[src/rtl/serializer_n.sv]
// Multi-lane parallel-to-serial converter: CHANNELS lanes of WIDTH-bit words shifted out in lock-step,
// with a one-word holding buffer and IDLE_WORD insertion when the source runs dry.

module serializer_n_param_chk #(
    parameter int WIDTH    = 10,
    parameter int CHANNELS = 3
) ();
    if ((WIDTH < 2) || (WIDTH > 16)) begin : g_bad_width
        $fatal(1, "serializer_n: WIDTH=%0d outside legal range 2..16", WIDTH);
    end
    if ((CHANNELS < 1) || (CHANNELS > 8)) begin : g_bad_channels
        $fatal(1, "serializer_n: CHANNELS=%0d outside legal range 1..8", CHANNELS);
    end
endmodule

module serializer_n #(
    parameter int               WIDTH     = 10,
    parameter int               CHANNELS  = 3,
    parameter int               MSB_FIRST = 0,
    parameter logic [WIDTH-1:0] IDLE_WORD = {WIDTH{1'b0}}
) (
    input  logic                      clk_i,
    input  logic                      rst_i,
    input  logic [CHANNELS*WIDTH-1:0] data_i,
    input  logic                      valid_i,
    output logic                      ready_o,
    output logic [CHANNELS-1:0]       ser_o,
    output logic                      word_start_o,
    output logic                      underrun_o
);

    localparam int                 CW       = CHANNELS * WIDTH;
    localparam int                 CNT_W    = $clog2(WIDTH);
    localparam logic [CNT_W-1:0]   CNT_LAST = CNT_W'(WIDTH - 1);
    localparam int                 OUT_BIT  = (MSB_FIRST != 0) ? (WIDTH - 1) : 0;

    // What the shifters do on the coming edge
    localparam logic [1:0] LD_SHIFT  = 2'd0;
    localparam logic [1:0] LD_HOLD   = 2'd1;
    localparam logic [1:0] LD_BYPASS = 2'd2;
    localparam logic [1:0] LD_IDLE   = 2'd3;

    serializer_n_param_chk #(.WIDTH(WIDTH), .CHANNELS(CHANNELS)) u_param_chk ();

    logic [CNT_W-1:0]                    cnt_q,        cnt_d;
    logic                                hold_valid_q, hold_valid_d;
    logic [CW-1:0]                       hold_q,       hold_d;
    logic [CHANNELS-1:0][WIDTH-1:0]      shift_q,      shift_d;
    logic                                underrun_q,   underrun_d;
    logic                                word_start_q, word_start_d;
    logic                                ready_q,      ready_d;
    logic                                boundary_s;
    logic                                xfer_s;
    logic [1:0]                          load_sel_s;

    function automatic logic [WIDTH-1:0] lane_word(input logic [CW-1:0] bus, input int lane);
        return bus[lane*WIDTH +: WIDTH];
    endfunction

    // Moves every bit one place toward the output end; the vacated bit fills with zero
    function automatic logic [WIDTH-1:0] shift_step(input logic [WIDTH-1:0] w);
        logic [WIDTH-1:0] r;
        if (MSB_FIRST != 0) begin
            r = {w[WIDTH-2:0], 1'b0};
        end else begin
            r = {1'b0, w[WIDTH-1:1]};
        end
        return r;
    endfunction

    // Boundary decode: held word has priority, then bypass, else idle insertion
    always_comb begin
        boundary_s = (cnt_q == CNT_LAST);
        xfer_s     = valid_i && ready_q;
        if (!boundary_s) begin
            load_sel_s = LD_SHIFT;
        end else if (hold_valid_q) begin
            load_sel_s = LD_HOLD;
        end else if (xfer_s) begin
            load_sel_s = LD_BYPASS;
        end else begin
            load_sel_s = LD_IDLE;
        end
    end

    // Next-state logic for counter, hold buffer, shifters and status flags
    always_comb begin
        cnt_d        = boundary_s ? {CNT_W{1'b0}} : (cnt_q + CNT_W'(1));
        hold_valid_d = hold_valid_q;
        hold_d       = hold_q;
        shift_d      = shift_q;
        underrun_d   = 1'b0;

        case (load_sel_s)
            LD_SHIFT: begin
                for (int c = 0; c < CHANNELS; c++) begin
                    shift_d[c] = shift_step(shift_q[c]);
                end
                if (xfer_s) begin
                    hold_d       = data_i;
                    hold_valid_d = 1'b1;
                end else begin
                    hold_valid_d = hold_valid_q;
                end
            end
            LD_HOLD: begin
                for (int c = 0; c < CHANNELS; c++) begin
                    shift_d[c] = lane_word(hold_q, c);
                end
                if (xfer_s) begin
                    hold_d       = data_i;
                    hold_valid_d = 1'b1;
                end else begin
                    hold_valid_d = 1'b0;
                end
            end
            LD_BYPASS: begin
                for (int c = 0; c < CHANNELS; c++) begin
                    shift_d[c] = lane_word(data_i, c);
                end
                hold_valid_d = 1'b0;
            end
            LD_IDLE: begin
                shift_d      = {CHANNELS{IDLE_WORD}};
                underrun_d   = 1'b1;
                hold_valid_d = 1'b0;
            end
            default: begin
                shift_d      = {CHANNELS{IDLE_WORD}};
                hold_valid_d = 1'b0;
            end
        endcase

        // Flags are precomputed from next state so the outputs come straight from flops
        word_start_d = (cnt_d == {CNT_W{1'b0}});
        ready_d      = !hold_valid_d || (cnt_d == CNT_LAST);
    end

    // State registers; reset discards any in-flight or held word
    always_ff @(posedge clk_i or posedge rst_i) begin
        if (rst_i) begin
            cnt_q        <= {CNT_W{1'b0}};
            hold_valid_q <= 1'b0;
            hold_q       <= {CW{1'b0}};
            shift_q      <= {CHANNELS{IDLE_WORD}};
            underrun_q   <= 1'b0;
            word_start_q <= 1'b1;
            ready_q      <= 1'b1;
        end else begin
            cnt_q        <= cnt_d;
            hold_valid_q <= hold_valid_d;
            hold_q       <= hold_d;
            shift_q      <= shift_d;
            underrun_q   <= underrun_d;
            word_start_q <= word_start_d;
            ready_q      <= ready_d;
        end
    end

    for (genvar c = 0; c < CHANNELS; c++) begin : g_ser
        assign ser_o[c] = shift_q[c][OUT_BIT];
    end

    assign ready_o      = ready_q;
    assign word_start_o = word_start_q;
    assign underrun_o   = underrun_q;

endmodule
[config.mk]
export PLATFORM = sky130hd
export DESIGN_NAME = serializer_n
export DESIGN_NICKNAME = d
export VERILOG_FILES = /design/src/rtl/serializer_n.sv
export SDC_FILE = /design/constraint.sdc
export NUM_CORES = 1
export LEC_CHECK = 0
export ABC_AREA = 1
export CAP_MARGIN = 20
export CELL_PAD_IN_SITES_DETAIL_PLACEMENT = 0
export CELL_PAD_IN_SITES_GLOBAL_PLACEMENT = 1
export CORE_MARGIN = 2
export CORE_UTILIZATION = 40
export DETAILED_ROUTE_END_ITERATION = 7
export PLACE_DENSITY = 0.8
export SLEW_MARGIN = 20
export SYNTH_ARGS = -nofsm -noshare
export SYNTH_HDL_FRONTEND = slang
export SYNTH_SLANG_ARGS = --single-unit
[constraint.sdc]
create_clock -name clk_i -period 2.43 [get_ports clk_i]
set_clock_uncertainty 0.1 [all_clocks]
set_input_delay 0.243 -clock clk_i [delete_from_list [all_inputs] [get_ports clk_i]]
set_output_delay 0.243 -clock clk_i [all_outputs]
set_load 0.005 [all_outputs]
Yosys cells after proc, flatten, opt, wreduce, memory -nomap -nowiden --
Cells that the tools add are included.
Word-level totals: output and inout bits 6, bits of input ports 33, flip-flop bits (word level) 68, word-level logic and storage cells 32
Cells by class: reduce and logical (&&, ||, !) cells 8, add/sub/neg operators 1, mux-type cells 9, eq/ne operators 5
Operators with widths (count):
- 30-bit one-hot mux with 4 select lines | 1
- 4-bit equality test (second input constant) | 2
- 4-bit by 1-bit adder with 4-bit output (second input constant) | 1
- 2-bit equality test (second input constant) | 2
- 4-bit zero test | 1
- 1-bit two-way mux | 4
- 2-bit two-way mux | 2
- 4-bit two-way mux | 1
- 2-bit OR reduction | 2
- 1-bit one-hot mux with 3 select lines | 1
- 2-bit by 1-bit equality test with 1-bit output (second input constant) | 1
- 2-bit zero test | 1
- 2-bit AND reduction | 1
- 1-bit logical AND | 1
- 1-bit zero test | 1
- 1-bit logical OR | 1

Logic depth before layout (Yosys ltp) --
depth in word-level cells 9, depth in mapped cells 7, gate-level depth less buffers 6

Worst setup path before layout --
Ideal clock, no wire load.
kind reg2reg, start point register ready_q, in the netlist ready_o, end point register shift_q, in the netlist ser_o[0], setup slack 1.127 ns, buffers on the path 1, stages on the path, launching flop included 8, library setup time 0.071 ns, required time 2.259 ns, period minus slack after synthesis 1.303 ns, arrival 1.132 ns, cell sequence dfstp_2 nand2_1 inv_2 nand2_2 buf_2 nor2_1 nor2_1 nor2_1
RTL lines:
- from (decl) | RTL line 51 | logic ready_q, ready_d;
- from (signal assigned) | RTL line 156 | ready_q <= ready_d;
- to (signal assigned) | RTL line 145 | shift_q <= {CHANNELS{IDLE_WORD}};
- to (signal assigned) | RTL line 153 | shift_q <= shift_d;
- to (decl) | RTL line 48 | logic [CHANNELS-1:0][WIDTH-1:0] shift_q, shift_d;

==> results summary <==
Overall power consumption after layout is estimated at 2.96 mW. The number of gates given a new drive strength after cts came out at 0. The wire length of the first global-routing pass came out at roughly 11000 um.

The worst voltage drop across the vdd grid is 0.369 mV. The count of filler cells inserted in the layout came out at approximately 770. Buffers placed on the I/O ports in this run total 38. For the worst-skew pair, the clock arrives at the later sink with an insertion delay of ~340 ps. The initial detailed-routing violation count came out at 107. The starting density of the core came out at about two fifths. The average wire per standard cell came out at 12.0 um. TritonCTS created 9 clock buffers. Summing the areas of all compound-gate instances in the mapped netlist gives 1.13% of the synthesized area.

The analysis attributes to cell leakage a power of 2.21 nW. Max-cap violations in this run came to 0. After routing, the total negative slack on setup checks comes to 0 ps.

Tracing the worst setup path back leads to its startpoint at ready_o. The flow ran to the end, and the final reports show no timing, DRC or antenna violations. At the pin with the least slew margin, the transition time is around 650 ps. Detailed routing placed a total of between 3000 and 4000 um of wire on met2. The first detailed-routing pass took 4 iterations. The antenna diode count is 0. Setup repair after global routing left no endpoint under its margin. The adder-cell area share of the yosys netlist came out at 0%. The area overhead of the layout relative to synthesis came out at 20.3%. Clock-pin slew was measured on the worst setup and hold paths at approximately 70 ps.

The number of endpoints with negative hold slack in the final report is 0. The part of the cycle the worst path needs came out at between 70% and 80%. The die footprint came out at between 0.008 and 0.009 mm2. The number of sinks driven by the clock tree came out at between 60 and 70.

The routed metal-1 wire length came out at around 3200 um. The summed area of non-filler cells in the final layout came out at about 0.0037 mm2. Yosys printed 0 warnings. Summing the areas of all and, or, nand and nor instances in the mapped netlist gives a little over a third of the synthesized area. The chip width is 92.0 um. The area of the mapped netlist is just over 0.003 mm2.

The final weighted congestion in routability-driven placement came out at 0.751. The area of the core came out at approximately 0.0076 mm2. The number of antenna violations at the first check in global routing came out at 0.

Measured along the y axis, the die boundary spans ~90 um. By area, the combinational part of the netlist is dominated by simple AND/OR/NAND/NOR gates. STA classifies the critical path startpoint as a flop. The detailed-placement wirelength estimate is ~4100 um. The arrival time reported for the critical path endpoint is roughly 2000 ps. The area used by sequential logic in the layout is roughly 0.0017 mm2.

The cell area power density is 794 mW/mm2. The synthesized net count came out at around 440. The number of synthesized register bits came out at around 70. The aggregate global-route resource usage is between 10% and 20%. The maximum number of pins on one net before global-route repair is 46. The startpoint identified for the worst register-to-register timing path is ready_o. Setup violations remaining at the end of the flow were counted as 0. The library cell used most frequently in the layout, excluding fill and tap cells, is nand2_1. The cts-stage hold buffer count is 0. The number of levels in the clock H-tree came out at 3. Leaving out fill and tap cells, the most frequent cells in the layout are nand2_1, nor2_1, dfrtp_1, clkdlybuf4s50_1, nand3_1.

The global route total overflow came out at 0. The total number of placement rows came out at 32. The post-layout minimum cycle time came out at about 1900 ps. The synthesized instance count is a little over 400. The synthesized-area fraction occupied by xor and xnor cells is 0%. For this run, design rule violations remaining after detail routing come to 0. The count of cell types in the netlist is 17. The total setup buffers inserted after CTS is 0. The portion of netlist area occupied by mux cells came out at 0%. The via density per instance is roughly 4.5. Data on the critical path is required at its endpoint by about 2600 ps. The maximum clock path buffer count came out at 2. The number of top-level design ports came out at 39. Signal routing reaches up to met4.

The max-slew violation count came out at 0. The maximum frequency from static timing analysis came out at around 540 MHz. The length of routed met3 wiring is 287 um. The fraction of layout cells with a size suffix above 1 came out at approximately 7.6%. The maximum fanout along the worst path came out at 28. The type of element capturing the critical path is a flop. In this run the mean area of a mapped cell was about 7.6 um2. The net count of the finished layout is ~480. The detail route stage leaves a number of antenna-violating nets equal to 0. The multi-input combinational cells in the finished layout cover a total of around 0.0011 mm2. The worst slew margin relative to its limit came out at between 50% and 60%. By startpoint and endpoint, the worst setup path is classified as reg2reg. The total routed wirelength is between 6000 and 7000 um. The core occupancy in the finished layout is 49.0%. The standard cell area after detailed placement came out at between 0.003 and 0.004 mm2. The sequential share of the synthesized area is around 55%. The via count of the first global-routing pass is 2411. TritonCTS built the clock tree.

The tree is rooted in a clkbuf_8. The min-delay analysis places its worst path in the category in2async. The via count of the routed design came out at 2445.
-- where the power goes --
group | switching [mW] | total, mW | internal (mW) | leakage [nW]
Clock | 0.395 | 0.820 | 0.424 | 0.0905
Sequential | 0.0982 | 1.45 | 1.35 | 0.885
Combinational | 0.399 | 0.692 | 0.292 | 1.24
Total | 0.893 | 2.96 | 2.06 | 2.21
-- cell usage after synthesis --
cell	number	area (um2)
dfrtp_1	66	1650
nand3_1	32	160
dfstp_2	2	52.6
nor2_1	109	409
nand2_2	2	12.5
nor2_4	1	11.3
buf_1	2	7.51
buf_2	5	25.0
nand2_1	129	484
o21ai_0	3	15.0
buf_4	9	67.6
inv_1	30	113
nor2_2	2	12.5
nand3_2	1	10.0
inv_2	6	22.5
clkbuf_1	6	22.5
a21oi_1	4	20.0
-- metal layers --
| layer | global-route usage, % | vias to the layer above |
|---|---|---|
| met3 | 5.67 | 6 |
| met2 | 28.0 | 40 |
| li1 | - | 1284 |
| met4 | 4.48 | 0 |
| met1 | 21.9 | 1115 |
| met5 | 0 | - |
-- registers in the layout, summed over array words and instances, names as in the netlist --
name          flops
hold_valid_q      1
word_start_o      1
cnt_q             4
hold_q           30
ready_o           1
ser_o             3
underrun_o        1
shift_q          27
-- through the flow --
step	hold WS (ps)	worst slack [ps]	std cells
after floorplan	281	379	409
after global placement	353	384	533
after detailed placement	359	371	533
after CTS	28.1	535	549
after global routing	52.2	401	549
final	37.3	566	549
-- path summary, 6_finish.rpt --
kind                           endpoint  slack (ps)  cells after the start
hold / removal               hold_q[17]          40                      2
max in group asynchronous  word_start_o        1650                      3
hold reg to reg              hold_q[15]         370                      2
min in group clk_i           hold_q[15]         370                      2
setup reg to reg            shift_q[19]         570                      6
setup / recovery            shift_q[19]         570                      6
-- critical path, stage by stage (launching register included) --
cell	delay, ps
dfstp_2	530
nand2_1	50
inv_2	260
nand2_2	410
inv_1	210
nand2_1	70
a21oi_1	140
-- layout make-up --
class	instances	area share, %
Tap cell	102	3.43
Inverter	36	3.63
Timing Repair Buffer	44	12.1
Clock buffer	14	4.37
Clock inverter	2	0.269
Sequential cell	68	45.8
Multi-Input combinational cell	283	30.5
-- logic make-up (layout without fill, tap and decap cells) --
family	Yosys count	after routing
buffers and inverters	58	96
AO/OA/AOI/OAI	7	7
AND/OR/NAND/NOR	276	276
flip-flops	68	68
Power figures use the tool's default switching activity.
==> variant 1: new RTL, same settings <==
`WIDTH` is set to 10 in 2 places; all go to 8.
--- a/src/rtl/serializer_n.sv
+++ b/src/rtl/serializer_n.sv
@@ -2,7 +2,7 @@
 // with a one-word holding buffer and IDLE_WORD insertion when the source runs dry.
 
 module serializer_n_param_chk #(
-    parameter int WIDTH    = 10,
+    parameter int WIDTH    = 8,
     parameter int CHANNELS = 3
 ) ();
     if ((WIDTH < 2) || (WIDTH > 16)) begin : g_bad_width
@@ -14,7 +14,7 @@
 endmodule
 
 module serializer_n #(
-    parameter int               WIDTH     = 10,
+    parameter int               WIDTH     = 8,
     parameter int               CHANNELS  = 3,
     parameter int               MSB_FIRST = 0,
     parameter logic [WIDTH-1:0] IDLE_WORD = {WIDTH{1'b0}}
Interface: changed (resized data_i); port bits go from 39 to 33. No check against the original RTL was run, so the function may have changed too.
==> variant 1 against the original RTL <==
Worst setup slack improved by 0.11 ns; sequential cell count fell by 13; non-clock buffer count fell by 9; cell area fell by 26%; synthesized area fell by 24%; routed wire length fell by 30%; power fell by 30%; count of clock-buffer cells in the layout fell by 7; global-route usage fell by 1.1 points; synthesized cell count fell by 36%; sequential power fell by 16%; combinational power fell by 47%; critical endpoint is now hold_q[10].
==> variant 1: results (changes against the original RTL) <==
| Metric | Value |
|---|---|
| Synth cell count leaders | 123 x nand2_1, 53 x dfrtp_1, 45 x nand3_1, 6 x buf_6 |
| Slew headroom | 69.64% (+13 points) |
| Largest net degree at the start of global routing | 56 (+22%) |
| Share of synthesized area occupied by flip-flops and latches | 58.49% (+3.5 points) |
| Number of nets at the end of the flow | 318 (-33%) |
| Reg2Reg Setup Slack | 0.67 ns (+0.11 ns) |
| Depth of the CTS H-tree | 2 (-1) |
| Arrival time at the worst endpoint | 1.90 ns (-0.12 ns) |
| Dominant cells by area after synthesis | dfrtp_1 56%, nand2_1 20%, nand3_1 9.6% |
| Number of DRC markers after the initial detailed-route iteration | 113 (+5.6%) |
| Number of buffers added on ports | 32 (-16%) |
| Clk Latency, worst-skew pair | 0.30 ns (-0.04 ns) |
| Run status | finished, final reports clean |
| Biggest registers after layout | hold_q x24, shift_q x21 |
| Final GP Congestion | 0.7387 (-1.7%) |
| DRT Pass-1 Iters | 4 (unchanged) |
| Worst-path clk slew | 0.09 ns (+0.02 ns) |
| Yosys synthesis warning count | 0 (unchanged) |
| Fraction of layout instances using a drive strength above 1 | 7.639% (+0.033 points) |
| Leakage power of the design | 1.388 nW (-37%) |
| First-pass GRT wire length | 7.935 mm (-30%) |
| All-layer global routing usage | 15.99% (-1.1 points) |
| Worst vdd rail ir drop | 458.0 uV (+24%) |
| Root buffer cell | clkbuf_8 |
| Placed inst area | 0.002679 mm2 (-25%) |
| Wire length per cell | 12.88 um (+6.9%) |
| CP max FO | 25 (-11%) |
| HPWL reported at the end of detailed placement | 2.747 mm (-33%) |
| Distinct cell type count after synthesis | 15 (-2) |
| CTS buffer count | 5 (-4) |
| Total nets after synthesis | 291 (-34%) |
| Asr flop ratio synth | 100.0% (unchanged) |
| Routed via count | 1735 (-29%) |
-- variant 1: changes by cell type after synthesis, moves of 6 or more --
| cell | change |
|---|---|
| nand3_1 | +13 |
| nor2_1 | -106 |
| dfrtp_1 | -13 |
| nand2_1 | -6 |
| inv_1 | -25 |
| buf_6 | +6 |
-- variant 1: worst paths after layout --
check	from	end	depth (start not counted)
max in group asynchronous	rst_i	word_start_o	3
min in group clk_i	shift_q[23]	shift_q[22]	2
worst min register to register	shift_q[23]	shift_q[22]	2
worst max-delay path	cnt_q[0]	hold_q[10]	7
worst min-delay path	rst_i	shift_q[9]	3
worst max register to register	cnt_q[0]	hold_q[10]	7
-- variant 1: logic make-up after synthesis --
kind of cell / after synthesis / synth area share [%]
buffers and inverters: 23 / 6.528
adder cells (fa/ha/maj): 4 / 2.123
AND/OR/NAND/NOR: 178 / 32.86
flip-flops: 55 / 58.49
-- variant 1: cell type report --
cell class / count / area (um2)
multi-input combinational: 182 / 824.5
clock buffer: 7 / 76.32
tap: 72 / 90.09
fill: 563 / 2848
clock inverter: 1 / 5.005
inverter: 8 / 30.03
sequential: 55 / 1379
timing repair buffer: 35 / 355.3
-- variant 1: layer usage --
metal	GRT usage [%]	vias up	part of all wire, %
li1	-	864	-
met1	20.58	824	44
met2	27.08	43	49
met3	3.111	4	5.8
met4	5.593	0	1.1
met5	0	-	0
-- variant 1: critical path, cell delays in order (launching register included) --
cell,delay [ns]
dfrtp_1,0.42
ha_1,0.22
ha_1,0.25
inv_2,0.13
nor2_8,0.10
nor2_8,0.32
nand2_1,0.10
nand2_1,0.07
-- variant 1: report_power, final --
part / leakage, nW / internal, mW / total (mW) / switching (mW)
clock network: 0.0422 / 0.203 / 0.483 / 0.280
logic: 0.662 / 0.185 / 0.368 / 0.183
registers: 0.684 / 1.13 / 1.22 / 0.0879
total: 1.39 / 1.52 / 2.07 / 0.550
-- variant 1: through the flow --
stage | total power, mW | std cells | hold slack (ns) | setup slack, ns | util (%)
after floorplan | 1.483 | 260 | 0.2526 | 0.7474 | -
after global placement | 1.599 | 352 | 0.3456 | 0.7488 | 47.77
after detailed placement | 1.607 | 352 | 0.3496 | 0.6626 | 47.77
after CTS | 2.105 | 360 | 0.2101 | 0.6412 | 49.22
after global routing | 2.212 | 360 | 0.2172 | 0.5213 | 49.22
final | 2.069 | 360 | 0.1916 | 0.6739 | 49.22
==> variant 2: new RTL, config.mk and constraints unchanged <==
Without the edit above. Register the output `underrun_o` once more; this adds one clock of latency there. The other outputs are not delayed to match.
--- a/src/rtl/serializer_n.sv
+++ b/src/rtl/serializer_n.sv
@@ -163,6 +163,8 @@
 
     assign ready_o      = ready_q;
     assign word_start_o = word_start_q;
-    assign underrun_o   = underrun_q;
+    always_ff @(posedge clk_i) begin
+        underrun_o <= underrun_q;
+    end
 
 endmodule
Check against the original RTL: same outputs for any inputs over 10 cycles, from zero or initial values and one cycle with rst_i high; that may be too few to reach the edited logic, so the function may still have changed.
==> variant 2 against the original RTL <==
Sequential cell count increased by 1; worst setup slack got worse by 0.0051 ns; synthesized area increased by 0.65%; combinational power down 1%; cell area grew 0.84%; power up 2.7%; routed wire length shrank 2.3%; synthesized cell count grew 0.24%.
==> variant 2: results (changes against the original RTL) <==
| Metric | Value |
|---|---|
| Run status | finished, final reports clean |
| Amount of wire on met3 after detailed routing | 319 um (+11%) |
| Slew headroom | 56.75% (+0.32 points) |
| Met2 GRT Util | 28.06% (+0.061 points) |
| Number of DRC markers after the initial detailed-route iteration | 120 (+12%) |
| HPWL reported at the end of detailed placement | 3.717 mm (-9.3%) |
| CP delay by family, top | simple AND/OR/NAND/NOR gates |
| Switching power as a share of total power | 29.63% (-0.57 points) |
| Largest net degree at the start of global routing | 69 (+50%) |
| Asr flop ratio synth | 98.55% (-1.4 points) |
| Distinct cell type count after synthesis | 18 (+1) |
| DRT met1 WL | 3.039 mm (-5.5%) |
| Share of synthesized area occupied by flip-flops and latches | 55.32% (+0.29 points) |
| Dominant cells by area after synthesis | dfrtp_1 53%, nand2_1 16%, nor2_1 13% |
| Vias in the first global route | 2443 (+1.3%) |
| Share of the synthesized area in compound gates (AO/OA/AOI/OAI) | 1.124% (-0.0073 points) |
| Leakage power of the design | 2.224 nW (+0.57%) |
| Fraction of layout instances using a drive strength above 1 | 7.606% (unchanged) |
| Routed via count | 2509 (+2.6%) |
| First-pass GRT wire length | 11.40 mm (+0.55%) |
| GRT met1 Usage | 21.38% (-0.53 points) |
| End point of the critical path | shift_q[9] |
| Number of inserted filler cells in the final layout | 756 (-1.4%) |
| Metal2 WL | 3.039 mm (+0.20%) |
| Final GP Congestion | 0.7432 (-1.1%) |
| All-layer global routing usage | 17.15% (+0.043 points) |
| Global routing usage on met3 | 6.409% (+0.74 points) |
| Worst vdd rail ir drop | 436.9 uV (+18%) |
-- variant 2: final cells by class --
type                       instances  area share, %
sequential                        69          45.90
tap                              102          3.398
multi-input combinational        283          30.21
clock inverter                     1         0.1332
timing repair buffer              43          11.79
inverter                          36          3.598
clock buffer                      15          4.963
-- variant 2: power groups by stage --
stage	logic (mW)	registers [mW]	clock network, mW
after floorplan	0.524	1.46	0
after global placement	0.679	1.47	0
after detailed placement	0.692	1.48	0
after CTS	0.697	1.46	0.930
after global routing	0.811	1.48	0.980
final	0.683	1.46	0.892
-- variant 2: per-stage QoR --
step           setup WS (ns)  cell area [um2]  cells  power (mW)  hold slack [ns]
2_1_floorplan         0.3788             3117    410       1.983           0.2242
3_3_place_gp          0.4064             3565    533       2.154           0.2258
3_5_place_dp          0.3505             3565    533       2.173           0.2294
4_1_cts               0.5237             3756    549       3.086           0.1974
5_1_grt               0.3885             3756    549       3.276           0.1996
6_report              0.5605             3756    549       3.036           0.1777
